$ cat config.mk
export PLATFORM = sky130hd
export DESIGN_NAME = pipe_stall_ctrl
export DESIGN_NICKNAME = d
export VERILOG_FILES = /design/src/rtl/pipe_ctrl_pkg.sv /design/src/rtl/pipe_stall_ctrl_lu.sv /design/src/rtl/pipe_stall_ctrl.sv
export SDC_FILE = /design/constraint.sdc
export NUM_CORES = 1
export LEC_CHECK = 0
export CAP_MARGIN = 40
export CORE_AREA = 2 2 70 86
export DETAILED_ROUTE_END_ITERATION = 7
export DIE_AREA = 0 0 72 88
export HOLD_SLACK_MARGIN = 0.12
export SYNTH_ARGS = -nofsm -noshare
export SYNTH_HDL_FRONTEND = slang
export SYNTH_SLANG_ARGS = --single-unit
$ cat constraint.sdc
create_clock -name clock -period 4.37 [get_ports clock]
set_clock_uncertainty 0.15 [all_clocks]
set_input_delay 0.6555 -clock clock [delete_from_list [all_inputs] [get_ports clock]]
set_output_delay 0.6555 -clock clock [all_outputs]
set_load 0.1 [all_outputs]
$ cat src/rtl/pipe_ctrl_pkg.sv
// Shared types and constants for the pipeline stall/flush controller.
package pipe_ctrl_pkg;

    localparam int unsigned REG_W            = 5;
    localparam int unsigned WAIT_CNT_W       = 8;
    localparam int unsigned STALL_CNT_W      = 16;
    localparam int unsigned WAIT_TIMEOUT_DEF = 255;

    typedef enum logic [1:0] {
        RUN    = 2'd0,
        I_WAIT = 2'd1,
        D_WAIT = 2'd2
    } state_t;

    // Per-cycle pipeline register controls, MSB first as listed.
    typedef struct packed {
        logic pc_we;
        logic ifid_we;
        logic ifid_hz_we;
        logic ifid_clear;
        logic idex_we;
        logic idex_clear;
        logic exmem_we;
        logic memwb_clear;
        logic ic_abort;
    } ctrl_t;

    localparam ctrl_t CTRL_RUN   = '{1'b1, 1'b1, 1'b1, 1'b0, 1'b1, 1'b0, 1'b1, 1'b0, 1'b0};
    localparam ctrl_t CTRL_DWAIT = '{1'b0, 1'b0, 1'b1, 1'b0, 1'b0, 1'b0, 1'b0, 1'b1, 1'b0};
    localparam ctrl_t CTRL_RST   = '{1'b0, 1'b1, 1'b1, 1'b1, 1'b1, 1'b1, 1'b1, 1'b1, 1'b0};

    function automatic logic is_wait(input state_t s);
        return (s == I_WAIT) || (s == D_WAIT);
    endfunction

endpackage

$ cat src/rtl/pipe_stall_ctrl_lu.sv
// Load-use hazard detector: a load in execute feeds a source of the decode instruction.
module load_use_detect
    import pipe_ctrl_pkg::*;
(
    input  logic             i_ex_mem_read,
    input  logic [REG_W-1:0] i_ex_rd,
    input  logic [REG_W-1:0] i_id_rs,
    input  logic [REG_W-1:0] i_id_rt,
    output logic             o_lu
);

    logic w_rd_nonzero;
    logic w_rd_match;

    // r0 is hardwired zero, so a load targeting it never creates a dependency
    assign w_rd_nonzero = (i_ex_rd != '0);
    assign w_rd_match   = (i_ex_rd == i_id_rs) || (i_ex_rd == i_id_rt);
    assign o_lu         = i_ex_mem_read && w_rd_nonzero && w_rd_match;

endmodule

$ cat src/rtl/pipe_stall_ctrl.sv
// Pipeline stall/flush controller: load-use bubbles, I/D cache miss waits,
// flush handling with I-fill abort, stall statistics and wait-timeout flag.
module pipe_stall_ctrl
    import pipe_ctrl_pkg::*;
#(
    parameter int unsigned WAIT_TIMEOUT = WAIT_TIMEOUT_DEF
) (
    input  logic                   clock,
    input  logic                   rst,
    input  logic [REG_W-1:0]       id_rs,
    input  logic [REG_W-1:0]       id_rt,
    input  logic [REG_W-1:0]       ex_rd,
    input  logic                   ex_mem_read,
    input  logic                   ic_miss,
    input  logic                   ic_ready,
    input  logic                   dc_miss,
    input  logic                   dc_ready,
    input  logic                   id_jump,
    input  logic                   ex_flush,
    output logic                   pc_we,
    output logic                   ifid_we,
    output logic                   ifid_hz_we,
    output logic                   ifid_clear,
    output logic                   idex_we,
    output logic                   idex_clear,
    output logic                   exmem_we,
    output logic                   memwb_clear,
    output logic                   ic_abort,
    output logic [STALL_CNT_W-1:0] stall_cnt,
    output logic                   err
);

    state_t                 r_state;
    state_t                 w_state_next;
    ctrl_t                  w_ctrl;
    logic                   w_lu;
    logic                   w_flush;
    logic                   w_enter_wait;
    logic [WAIT_CNT_W-1:0]  r_wait_cnt;
    logic [WAIT_CNT_W-1:0]  w_wait_inc;
    logic [STALL_CNT_W-1:0] r_stall_cnt;
    logic                   r_err;

    load_use_detect u_lu (
        .i_ex_mem_read (ex_mem_read),
        .i_ex_rd       (ex_rd),
        .i_id_rs       (id_rs),
        .i_id_rt       (id_rt),
        .o_lu          (w_lu)
    );

    assign w_flush = ex_flush || id_jump;

    // State register
    always_ff @(posedge clock) begin
        if (rst) begin
            r_state <= RUN;
        end else begin
            r_state <= w_state_next;
        end
    end

    // Next state and controls; a D-miss freezes everything and wins over all else
    always_comb begin
        w_ctrl       = CTRL_RUN;
        w_state_next = r_state;
        if (rst) begin
            w_ctrl       = CTRL_RST;
            w_state_next = RUN;
        end else begin
            unique case (r_state)
                RUN: begin
                    if (dc_miss) begin
                        w_ctrl       = CTRL_DWAIT;
                        w_state_next = D_WAIT;
                    end else if (w_flush) begin
                        w_ctrl.ifid_clear = 1'b1;
                        w_ctrl.idex_clear = ex_flush;
                    end else if (w_lu) begin
                        // Hold decode for one cycle; ic_miss is a level and is taken next cycle
                        w_ctrl.pc_we      = 1'b0;
                        w_ctrl.ifid_hz_we = 1'b0;
                        w_ctrl.idex_clear = 1'b1;
                    end else if (ic_miss) begin
                        w_ctrl.pc_we      = 1'b0;
                        w_ctrl.ifid_clear = 1'b1;
                        w_state_next      = I_WAIT;
                    end
                end
                I_WAIT: begin
                    if (dc_miss) begin
                        w_ctrl       = CTRL_DWAIT;
                        w_state_next = D_WAIT;
                    end else if (w_flush) begin
                        w_ctrl.ifid_clear = 1'b1;
                        w_ctrl.idex_clear = ex_flush;
                        w_ctrl.ic_abort   = 1'b1;
                        w_state_next      = RUN;
                    end else begin
                        w_ctrl.pc_we      = 1'b0;
                        w_ctrl.ifid_clear = 1'b1;
                        if (ic_ready) begin
                            w_state_next = RUN;
                        end
                    end
                end
                D_WAIT: begin
                    w_ctrl = CTRL_DWAIT;
                    if (dc_ready) begin
                        w_state_next = RUN;
                    end
                end
                default: begin
                    w_state_next = RUN;
                end
            endcase
        end
    end

    assign w_enter_wait = is_wait(w_state_next) && (w_state_next != r_state);
    assign w_wait_inc   = (r_wait_cnt == '1) ? r_wait_cnt : r_wait_cnt + WAIT_CNT_W'(1);

    // Wait-length counter, sticky timeout flag and stall statistics
    always_ff @(posedge clock) begin
        if (rst) begin
            r_wait_cnt  <= '0;
            r_stall_cnt <= '0;
            r_err       <= 1'b0;
        end else begin
            if (w_enter_wait) begin
                r_wait_cnt <= '0;
            end else if (is_wait(r_state)) begin
                r_wait_cnt <= w_wait_inc;
            end
            if (is_wait(r_state) && (w_wait_inc == WAIT_CNT_W'(WAIT_TIMEOUT))) begin
                r_err <= 1'b1;
            end
            if (!w_ctrl.pc_we && (r_stall_cnt != '1)) begin
                r_stall_cnt <= r_stall_cnt + STALL_CNT_W'(1);
            end
        end
    end

    assign pc_we       = w_ctrl.pc_we;
    assign ifid_we     = w_ctrl.ifid_we;
    assign ifid_hz_we  = w_ctrl.ifid_hz_we;
    assign ifid_clear  = w_ctrl.ifid_clear;
    assign idex_we     = w_ctrl.idex_we;
    assign idex_clear  = w_ctrl.idex_clear;
    assign exmem_we    = w_ctrl.exmem_we;
    assign memwb_clear = w_ctrl.memwb_clear;
    assign ic_abort    = w_ctrl.ic_abort;
    assign stall_cnt   = r_stall_cnt;
    assign err         = r_err;

endmodule

**Word level (Yosys, flattened, before mapping)**

Cells that the tools add are included.
W data, S select, Z words.

- Output and inout bits: 26
- Register bits: 27
- Word-level logic and storage cells: 63

- Reductions and logical operators: 13
- Muxes and demuxes: 34
- $add $sub $neg: 2
- Equal/unequal tests: 10

Operators by type and width:

| kind | count |
|---|---|
| $pmux W9 S3 | 1 |
| $mux W2 | 12 |
| $mux W1 | 17 |
| $add A16 B1 Y16 const B | 1 |
| $eq A8 B8 Y1 const B | 2 |
| $ne A16 B16 Y1 const B | 1 |
| $eq A5 B5 Y1 | 2 |
| $mux W9 | 1 |
| $add A8 B1 Y8 const B | 1 |
| $mux W8 | 1 |
| $pmux W2 S3 | 1 |
| $logic_and A1 B1 Y1 | 5 |
| $reduce_bool A5 Y1 | 1 |
| $eq A2 B1 Y1 const B | 2 |
| $eq A2 B2 Y1 const B | 2 |
| $logic_or A1 B1 Y1 | 4 |
| $mux W3 | 1 |
| $logic_not A2 Y1 | 1 |
| $ne A2 B2 Y1 | 1 |
| $reduce_or A2 Y1 | 1 |
| $logic_not A1 Y1 | 1 |

**Longest topological paths before layout**

- Word-level depth: 12
- Gate-level depth with buffers: 11

**Cells and area by module**

From an unflattened synthesis, not the netlist that was laid out.

- Cells, all modules: 229
- Area, all modules: 1925.6 µm²

Modules (own cells, without submodules):

| module | instances | area an instance (µm²) | cells an instance |
|---|---|---|---|
| pipe_stall_ctrl | 1 | 1800.5 | 212 |
| load_use_detect | 1 | 125.1 | 17 |

**Worst setup path after synthesis**

Ideal clock, no wire load.

- Kind: input-to-output
- Start: in rst
- End: out ic_abort
- Arrival time: 3.914 ns
- Slack: -0.349 ns
- Cell stages on the path: 3
- Data required time: 3.564 ns
- Buffers on the path: 2
- Cells stage by stage: buf_2 -> clkbuf_1 -> nor4_1

- Cells in the longest elaborated chain, start to end: 1

Ends and longest elaborated chain:

| element | RTL line | source |
|---|---|---|
| from (decl) | pipe_stall_ctrl.sv:9 | `input logic rst,` |
| $mux W9 | pipe_stall_ctrl.sv:67 | `if (rst) begin` |
| to (decl) | pipe_stall_ctrl.sv:28 | `output logic ic_abort,` |

No other way between the ends.

**Worst setup path in the final report**

- Start: in ex_rd[2]
- End: out ifid_hz_we

- Cells in the longest elaborated chain, start to end: 8

Ends and longest elaborated chain:

| element | RTL line | source |
|---|---|---|
| from (decl) | pipe_stall_ctrl.sv:12 | `input logic [REG_W-1:0] ex_rd,` |
| $eq A5 B5 Y1 / $reduce_bool A5 Y1 (equally long branches) | pipe_stall_ctrl_lu.sv:17, pipe_stall_ctrl_lu.sv:16 |  |
| $logic_or A1 B1 Y1 / $logic_and A1 B1 Y1 (equally long branches) | pipe_stall_ctrl_lu.sv:17, pipe_stall_ctrl_lu.sv:18 |  |
| $logic_and A1 B1 Y1 * | pipe_stall_ctrl_lu.sv:18 | `assign o_lu = i_ex_mem_read && w_rd_nonzero && w_rd_match;` |
| $mux W1 * | pipe_stall_ctrl.sv:79 | `end else if (w_lu) begin` |
| $mux W1 * | pipe_stall_ctrl.sv:76 | `end else if (w_flush) begin` |
| $mux W2 * | pipe_stall_ctrl.sv:73 | `if (dc_miss) begin` |
| $pmux W9 S3 * | pipe_stall_ctrl.sv:71 | `unique case (r_state)` |
| $mux W9 * | pipe_stall_ctrl.sv:67 |  |
| to (decl) | pipe_stall_ctrl.sv:22 | `output logic ifid_hz_we,` |

Mark *: on every way between the ends. The rest lies on a longest branch, timed or not.

==> flow_summary.json <==
{
  "rows": 30,
  "grt-ovfl-total": 0,
  "status": "complete, no violations",
  "grt_max_degree": 31,
  "num_vias": 1965,
  "timing.final.ws_setup_ns": 0.7604,
  "area_growth_pct": 42.81,
  "clkTransAtPathRegs_ns": 0.09,
  "gp_congestion": 0.7819,
  "min_period_ns": 3.610,
  "slowest_stage": "clkdlybuf4s50_1",
  "rsz0062_at_grt": "no",
  "synth_enable_flop_cells": 0,
  "ys_ff_latch": 27,
  "root_buffer": "clkbuf_8",
  "top_usage_layer": "met2",
  "clock_sinks": 27,
  "die_w_um": 72,
  "synth_fp_nets": 272,
  "setup_violations": 0,
  "fillers": 547,
  "met1_usage_pct": 20.91,
  "cts_tree": "built",
  "route.detailed.drc": 0,
  "yosysMostFrequentCell": "a21oi_1",
  "fin_nets": 331,
  "async_flop_share_pct": 0,
  "synth-main-ff-cell": "dfxtp_1",
  "finalHoldViolCount": 0,
  "hp-class": "reg -> reg",
  "antenna_found_initial": 0,
  "setup.worst_path.start_class": "input port",
  "hpwl_mm": 3.611,
  "ir_worst_vdd_mv": 0.1959,
  "reg2reg_depth": 7,
  "firstDrtPassIters": 4,
  "setup-tns-final_ns": 0,
  "fp.dieH_um": 88,
  "synth_common_cells": "a21oi_1, dfxtp_1, nor2_1",
  "cts_buffer_depth": 2,
  "synthCells": 242,
  "cp.required_ns": 3.56,
  "p_leak_uw": 0.0009697,
  "numCtsBuffers": 3,
  "power.density_nw_per_um2": 248.0,
  "ys_warn_count": 0,
  "track_usage_pct": 16.16,
  "ys_types": 49,
  "syn_area_um2": 1871,
  "finalCritPeriodShare_pct": 82.60,
  "cts_max_level": 1,
  "drt-vias-per-instance": 5.398,
  "criticalPathCategory": "in -> out",
  "core_area_um2": 5518,
  "clock_latency_ns": 0.28,
  "cts_resized": 0,
  "arrival_ns": 2.80,
  "postRouteAntennaNets": 0,
  "synth_area_leaders": "dfxtp_1, a21oi_1, xor2_1, or3_1, ha_1",
  "drv_slew": 0,
  "avgSynthCellArea_um2": 7.730,
  "ios": 50,
  "crit_chain": "clkdlybuf4s50_1 -> xor2_1 -> nor3_1 -> a22oi_1 -> nor2_1 -> nand2_1 -> a2111o_1 -> buf_4",
  "synth_top_area_cell": "dfxtp_1",
  "die_area_um2": 6336,
  "slowest_delay_ns": 0.47,
  "io_buffer_count": 49,
  "synth_top_area_share_pct": 28.90,
  "clock.fmax_mhz": 277.0,
  "cp-end-kind": "output pin",
  "drv_cap": 0,
  "max_slew.worst_pin.slew_ns": 0.7212,
  "cp_max_fo": 5,
  "grt_pass1_vias": 1830,
  "post_cts_buffers": 0,
  "hold_buffers": 0,
  "whs_path_depth": 2,
  "place_ws_ns": 0.7659,
  "avgRoutedWirePerCell_um": 13.35,
  "drive_above_1_share_pct": 12.00,
  "seq_area_frac_synth_pct": 28.90,
  "start_util_pct": 33.90,
  "routed_wl_mm": 4.861,
  "met3_usage_pct": 2.071,
  "slew_headroom_pct": 51.92,
  "num_antenna_cells": 0,
  "grt_pass1_wl_mm": 8.424,
  "gr-usage-met2_pct": 27.36,
  "drt-initial-drc-count": 81
}
flip-flops by register name, summed over array words and instances (netlist names):
name and flops:
err 1, stall_cnt 16, r_wait_cnt 8, r_state 2
logic make-up after synthesis:
| logic type | after synthesis | synth area share (%) |
|---|---|---|
| and+or+nand+nor | 102 | 29.43 |
| AOI/OAI and AO/OA | 69 | 22.88 |
| DFF | 27 | 28.90 |
| buffers and inverters | 20 | 6.220 |
| xor gates and xnor gates | 16 | 7.491 |
| adders and majority gates | 6 | 4.013 |
| muxes | 2 | 1.070 |
worst paths after layout:
| check | from | endpoint | slack, ns |
|---|---|---|---|
| setup / recovery | ex_rd[2] | ifid_hz_we | 0.76 |
| setup reg to reg | r_state[1] | r_wait_cnt[6] | 1.60 |
| hold reg to reg | err | err | 0.33 |
| hold / removal | err | err | 0.33 |
layer usage:
| layer | vias up | part of all wire, % |
|---|---|---|
| met1 | 898 | 46 |
| li1 | 1007 | - |
| met5 | - | 0 |
| met4 | 0 | 1.9 |
| met2 | 53 | 47 |
| met3 | 7 | 5.7 |
power breakdown:
| part | internal (uW) | switching (uW) | leakage [uW] |
|---|---|---|---|
| Combinational | 84.8 | 161 | 0.000728 |
| Clock | 65.6 | 81.3 | 0.0000228 |
| Sequential | 255 | 14.2 | 0.000219 |
| Total | 405 | 257 | 0.000970 |
layout make-up:
type	count	area, um^2	share of cell area, %
Multi-Input combinational cell	195	1220	45.67
Inverter	6	22.52	0.8431
Tap cell	64	80.08	2.998
Clock buffer	4	45.04	1.686
Sequential cell	27	540.5	20.23
Timing Repair Buffer	68	763.2	28.57
cell usage in the layout, fill, tap and decap left out, drive strengths merged, types with 6 or more instances in the layout:
| cell type | instances |
|---|---|
| clkdlybuf4s50 | 40 |
| nand4 | 8 |
| nor2 | 20 |
| nand3 | 14 |
| inv | 6 |
| o21ai | 20 |
| dfxtp | 27 |
| or3 | 16 |
| ha | 6 |
| nor3 | 8 |
| buf | 28 |
| a21oi | 28 |
| nand2 | 13 |
| xor2 | 12 |
stage by stage:
stage	hold WS [ns]	instances	util (%)	cell area, um^2	total power [uW]
floorplan	0.3276	242	-	1877	449.5
global placement	0.3068	343	42.52	2346	507.9
detailed placement	0.3061	360	47.60	2626	521.4
CTS	0.3329	364	48.41	2671	669.1
global route	0.3836	364	48.41	2671	696.6
finish	0.3282	364	48.41	2671	662.5
worst max-delay path: cells and delay by family:
family	cells	cell delay, ns
xor gates and xnor gates	1	0.19
AOI/OAI and AO/OA	2	0.62
buffers and inverters	2	0.71
and+or+nand+nor	3	0.62
Note: power is estimated with default switching activity, not from simulation.
